## src/rtl/game_scheduler.sv

```systemverilog
// Snake game step scheduler: synchronises buttons, queues turns, paces steps off
// the frame pulse and hands each step to the game engine with a request/done handshake.
module game_scheduler #(
    parameter int unsigned FRAMES_INIT = 8,
    parameter int unsigned FRAMES_MIN  = 2
) (
    input  logic       clk,
    input  logic       rst,
    input  logic       i_frame,
    input  logic       i_up,
    input  logic       i_down,
    input  logic       i_left,
    input  logic       i_right,
    input  logic       i_restart,
    input  logic       i_step_done,
    input  logic       i_eat,
    input  logic       i_failure,
    input  logic       i_success,
    output logic       o_step,
    output logic [1:0] o_dir,
    output logic       o_clear,
    output logic [1:0] o_state
);

    localparam int unsigned PW = $clog2(FRAMES_INIT + 1);
    localparam logic [PW-1:0] P_INIT = PW'(FRAMES_INIT);
    localparam logic [PW-1:0] P_MIN  = PW'(FRAMES_MIN);

    typedef enum logic [1:0] {
        S_IDLE = 2'd0,
        S_RUN  = 2'd1,
        S_WAIT = 2'd2,
        S_OVER = 2'd3
    } state_e;

    logic [4:0] btn_raw, sync1_q, sync2_q, prev_q, btn_edge;

    state_e        state_q, state_d;
    logic          step_q, step_d;
    logic [1:0]    dir_q, dir_d;
    logic          clear_q, clear_d;
    logic [PW-1:0] period_q, period_d;
    logic [PW-1:0] cnt_q, cnt_d;
    logic [1:0]    q0_q, q0_d, q1_q, q1_d;
    logic [1:0]    qcnt_q, qcnt_d;
    logic          pend_q, pend_d;
    logic          reissue_q, reissue_d;

    logic          dir_evt;
    logic [1:0]    dir_new;
    logic          due, pop, dir_ok;
    logic [1:0]    ref_dir;

    assign btn_raw  = {i_restart, i_right, i_left, i_down, i_up};
    assign btn_edge = sync2_q & ~prev_q;

    always_ff @(posedge clk) begin
        if (rst) begin
            sync1_q <= '0;
            sync2_q <= '0;
            prev_q  <= '0;
        end else begin
            sync1_q <= btn_raw;
            sync2_q <= sync1_q;
            prev_q  <= sync2_q;
        end
    end

    always_comb begin
        dir_evt = |btn_edge[3:0];
        dir_new = 2'd3;
        if (btn_edge[0])      dir_new = 2'd0;
        else if (btn_edge[1]) dir_new = 2'd1;
        else if (btn_edge[2]) dir_new = 2'd2;
    end

    always_ff @(posedge clk) begin
        if (rst) begin
            state_q   <= S_IDLE;
            step_q    <= 1'b0;
            dir_q     <= 2'd3;
            clear_q   <= 1'b0;
            period_q  <= P_INIT;
            cnt_q     <= '0;
            q0_q      <= '0;
            q1_q      <= '0;
            qcnt_q    <= '0;
            pend_q    <= 1'b0;
            reissue_q <= 1'b0;
        end else begin
            state_q   <= state_d;
            step_q    <= step_d;
            dir_q     <= dir_d;
            clear_q   <= clear_d;
            period_q  <= period_d;
            cnt_q     <= cnt_d;
            q0_q      <= q0_d;
            q1_q      <= q1_d;
            qcnt_q    <= qcnt_d;
            pend_q    <= pend_d;
            reissue_q <= reissue_d;
        end
    end

    always_comb begin
        state_d   = state_q;
        step_d    = step_q;
        dir_d     = dir_q;
        clear_d   = 1'b0;
        period_d  = period_q;
        cnt_d     = cnt_q;
        q0_d      = q0_q;
        q1_d      = q1_q;
        qcnt_d    = qcnt_q;
        pend_d    = pend_q;
        reissue_d = 1'b0;
        due       = 1'b0;
        pop       = 1'b0;
        dir_ok    = 1'b0;
        ref_dir   = dir_q;

        if (btn_edge[4]) begin
            clear_d  = 1'b1;
            state_d  = S_IDLE;
            step_d   = 1'b0;
            dir_d    = 2'd3;
            period_d = P_INIT;
            cnt_d    = '0;
            qcnt_d   = '0;
            pend_d   = 1'b0;
        end else begin
            case (state_q)
                S_IDLE: begin
                    if (dir_evt) begin
                        dir_d   = dir_new;
                        state_d = S_RUN;
                        cnt_d   = '0;
                    end
                end
                S_RUN, S_WAIT: begin
                    if (i_failure || i_success) begin
                        state_d = S_OVER;
                        step_d  = 1'b0;
                        qcnt_d  = '0;
                        pend_d  = 1'b0;
                    end else begin
                        // >= rather than == so a period shrunk below the count still wraps
                        if (i_frame) begin
                            due   = (cnt_q >= period_q - PW'(1));
                            cnt_d = due ? '0 : cnt_q + PW'(1);
                        end
                        if (i_eat)
                            period_d = (period_q > P_MIN) ? period_q - PW'(1) : P_MIN;

                        if (state_q == S_RUN) begin
                            if (due) begin
                                pop     = 1'b1;
                                step_d  = 1'b1;
                                state_d = S_WAIT;
                            end
                        end else begin
                            if (due)
                                pend_d = 1'b1;
                            // A pending step is re-issued one cycle after the ack so o_step shows a low cycle
                            if (reissue_q) begin
                                pop    = 1'b1;
                                step_d = 1'b1;
                            end else if (i_step_done) begin
                                step_d = 1'b0;
                                if (pend_q || due) begin
                                    pend_d    = 1'b0;
                                    reissue_d = 1'b1;
                                end else begin
                                    state_d = S_RUN;
                                end
                            end
                        end

                        if (pop && qcnt_q != 2'd0) begin
                            dir_d  = q0_q;
                            q0_d   = q1_q;
                            qcnt_d = qcnt_q - 2'd1;
                        end

                        if (qcnt_d == 2'd2)      ref_dir = q1_d;
                        else if (qcnt_d == 2'd1) ref_dir = q0_d;
                        else                     ref_dir = dir_d;

                        dir_ok = dir_evt && (dir_new != ref_dir) &&
                                 (dir_new != (ref_dir ^ 2'b01)) && (qcnt_d != 2'd2);
                        if (dir_ok) begin
                            if (qcnt_d == 2'd0) q0_d = dir_new;
                            else                q1_d = dir_new;
                            qcnt_d = qcnt_d + 2'd1;
                        end
                    end
                end
                default: ;
            endcase
        end
    end

    assign o_step  = step_q;
    assign o_dir   = dir_q;
    assign o_clear = clear_q;
    assign o_state = state_q;

endmodule

```

## config.mk

```make
export PLATFORM = sky130hd
export DESIGN_NAME = game_scheduler
export DESIGN_NICKNAME = d
export VERILOG_FILES = /design/src/rtl/game_scheduler.sv
export SDC_FILE = /design/constraint.sdc
export NUM_CORES = 1
export LEC_CHECK = 0
export ABC_CLOCK_PERIOD_IN_PS = 7600
export CORE_ASPECT_RATIO = 0.75
export CORE_MARGIN = 3
export CORE_UTILIZATION = 48
export CTS_CLUSTER_DIAMETER = 30
export DETAILED_ROUTE_END_ITERATION = 6
export HOLD_SLACK_MARGIN = 0.1
export PLACE_DENSITY = 0.77
export SLEW_MARGIN = 40
export SYNTH_ARGS = -nofsm -noshare
export SYNTH_HDL_FRONTEND = slang
export SYNTH_SLANG_ARGS = --single-unit
export TNS_END_PERCENT = 30
```

## constraint.sdc

```tcl
create_clock -name clk -period 7.6 [get_ports clk]
set_input_delay 1.52 -clock clk [delete_from_list [all_inputs] [get_ports clk]]
set_output_delay 1.52 -clock clk [all_outputs]
set_load 0.03 [all_outputs]
```

==> qor.txt <==
status: finished clean
Final nets: 271
Final Cycle Share: 45.97%
Mapped Area: 2014 um2
cell area power density: 211.0 nW/um2
Crit-path slowest cell: clkdlybuf4s50_1
Num CTS Buffers: 5
first-pass GRT wire length: 6.748 mm
Hold/Removal Path Class: flip-flop to flip-flop
Worst setup EP type: flip-flop
clock-pin transition on the worst setup and hold timing paths: 0.08 ns
# diodes: 0
Layout Skew: 0.008280 ns
initial antenna violation count: 0
vias: 1626
number of flops mapped to enable cells by yosys: 0
1st-pass router iterations: 4
Max Clk Rate: 286.2 MHz
Final setup viols: 0
core area: 3851 um2
layout cell share with drive strength beyond 1: 10.93%
full die area: 5018 um2
hold_sp: prev_q[4]$_SDFF_PP0_
worst rel slew slack: 52.26%
cell chain of the critical path: clkdlybuf4s50_1 -> nand3b_1 -> nor3_2 -> nor2_2 -> o21ai_2 -> or3b_1 -> a21o_1 -> a221oi_2
Routed WL: 3.898 mm
I/O pin cnt: 18
die width: 80.81 um
met2 WL: 1.637 mm
placed cell count: 291
clock sinks: 37
register area share after synthesis: 36.77%
Final Hold Fails: 0
Post-DRT Antenna Nets: 0
Startpoint Class: primary input
CTS Root Cell: clkbuf_8
grt total ovfl: 0
Netlist cell types: 45
Seq cells post-synth: 37
P_leak: 0.8549 nW
R2R depth: 10
gr usage total: 16.97%
top post-synthesis cells by count: 37 x dfxtp_1, 21 x nor2_1, 21 x nor2b_1
vias in the first global route: 1443
Starting Density: 52.31%
vias per cell: 5.438
DRC: 0
clk_lat worst skew: 0.29 ns
std cell rows: 19
WL met1: 2.034 mm
Final Worst Setup Slack: 4.106 ns
largest cells by area after synthesis: dfxtp_1 37%, ha_1 8.1%, nor2b_1 6.5%
# port buffers: 17
Area Overhead vs Synth: 14.22%
Gate Count Post-Synth: 230
TNS Setup: 0 ns
Reg-to-Reg End: q0_q[1]$_SDFFE_PP0P_
Hold Path Depth: 1
crit-path max FO: 13
worst vdd ir: 0.1514 mV
CTS Hold Bufs: 0
Final GP Congestion: 0.8256
post-cts resize count: 0
Critical Path Max Stage Delay: 0.51 ns
clk buf depth: 2
worst path arrival time: 3.69 ns
crit path kind: primary input to flip-flop
Post-CTS Setup Bufs: 0
H-tree depth: 2
Syn Area/Cell: 8.758 um2
max-cap violation count: 0
CTS tree: done
top routing layer used: met4
Post-Place Setup Slack: 3.694 ns
Worst Hold End: o_clear$_SDFF_PP0_
Synth Net Count: 255
Final Slew Violations: 0
height of the chip: 62.11 um
Pwr Total: 0.0004855 W
Non-Filler Instances: 299
Worst-Margin Slew: 0.7139 ns
R2R setup slack: 4.65 ns
drt first-iter violations: 44
fin crit period: 3.494 ns
async set or reset register ratio after synthesis: 0%
most frequent cell after synthesis: dfxtp_1
Util after Layout: 59.75%
Worst Path Required: 7.79 ns
YS warnings: 0
post-synth top area cell: dfxtp_1
Post-DP HPWL: 2.812 mm
unrepaired setup endpoints after global routing: false
routed len/inst: 13.04 um
ys flop type: dfxtp_1
Critical R2R Launch: period_q[0]$_SDFFE_PP0P_
Detail Route met3 WL: 141 um
top-area cell type share of the netlist area: 36.77%
pin count of the biggest net entering global routing: 22
## cell type report
class	instances	area [um2]
multi-input combinational	170	1175
timing repair buffer	17	170.2
tap	52	65.06
fill	348	1550
sequential	37	740.7
clock inverter	3	25.02
clock buffer	5	68.82
inverter	15	56.30
## metrics by stage
step           hold WS (ns)  area (um2)
3_3_place_gp         0.4193        2205
3_5_place_dp         0.4234        2205
2_1_floorplan        0.4059        2014
6_report             0.4365        2301
4_1_cts              0.4404        2298
5_1_grt              0.4626        2301
## worst max-delay path by stage
stage,slack (ns),cells past startpoint,start,to
6_report,4.11,8,i_frame,q0_q[1]$_SDFFE_PP0P_
4_1_cts,3.98,8,i_frame,qcnt_q[0]$_SDFFE_PP0N_
2_1_floorplan,4.53,7,i_frame,q0_q[1]$_SDFFE_PP0P_
3_5_place_dp,3.69,8,i_frame,qcnt_q[0]$_SDFFE_PP0N_
5_1_grt,4.04,8,i_frame,q0_q[1]$_SDFFE_PP0P_
3_3_place_gp,3.74,8,i_frame,qcnt_q[0]$_SDFFE_PP0N_
## registers in the layout, indices dropped and copies added, names as in the netlist
signal and flops:
qcnt_q 2, cnt_q 4, period_q 4, o_step 1, o_state 2, sync1_q 5
pend_q 1, reissue_q 1, q1_q 2, o_dir 2, prev_q 5, sync2_q 5
q0_q 2, o_clear 1
## where the power goes
part | internal (W) | total (W) | switching, W | leakage (nW)
logic | 0.0000535 | 0.000129 | 0.0000750 | 0.508
registers | 0.000204 | 0.000214 | 0.00000910 | 0.302
clock network | 0.0000662 | 0.000143 | 0.0000773 | 0.0447
total | 0.000324 | 0.000485 | 0.000161 | 0.855
## routing by layer
| metal | global-route usage, % | vias up |
|---|---|---|
| met5 | 0 | - |
| li1 | - | 839 |
| met2 | 23.36 | 26 |
| met1 | 24.55 | 753 |
| met4 | 7.384 | 0 |
| met3 | 4.480 | 8 |
## logic make-up (layout without fill, tap and decap cells)
family / after synthesis / in the layout / share of synthesized area (%)
simple gates: 90 / 90 / 24.47
compound gates: 53 / 53 / 18.76
flops: 37 / 37 / 36.77
buf+inv: 23 / 40 / 5.031
fa+ha+maj: 13 / 13 / 8.075
mux: 10 / 10 / 5.155
xor+xnor: 4 / 4 / 1.739
## layout by cell type, fill, tap and decap left out, types with 2 or more instances in the layout
cell type        instances
a211oi_1                 4
a21o_1                   3
a21oi_1                 16
a21oi_2                  2
a221oi_2                 2
a31oi_1                  2
clkbuf_8                 5
clkdlybuf4s50_1         17
dfxtp_1                 37
ha_1                    13
inv_1                   15
mux2_2                   2
mux2i_1                  7
nand2_1                 12
nand2b_1                 4
nand3_1                  6
nand3b_1                 2
nor2_1                  20
nor2b_1                 21
nor3_1                   9
nor3b_1                  2
o211ai_1                 3
o21ai_0                  9
o21ai_2                  2
or2_2                    4
or3b_1                   2
xnor2_1                  4
## worst max-delay path, delay by kind of cell
kind / cells / cell delay (ns)
buf+inv: 1 / 0.51
compound gates: 3 / 0.64
simple gates: 4 / 1.01
Note: power is estimated with default switching activity, not from simulation.
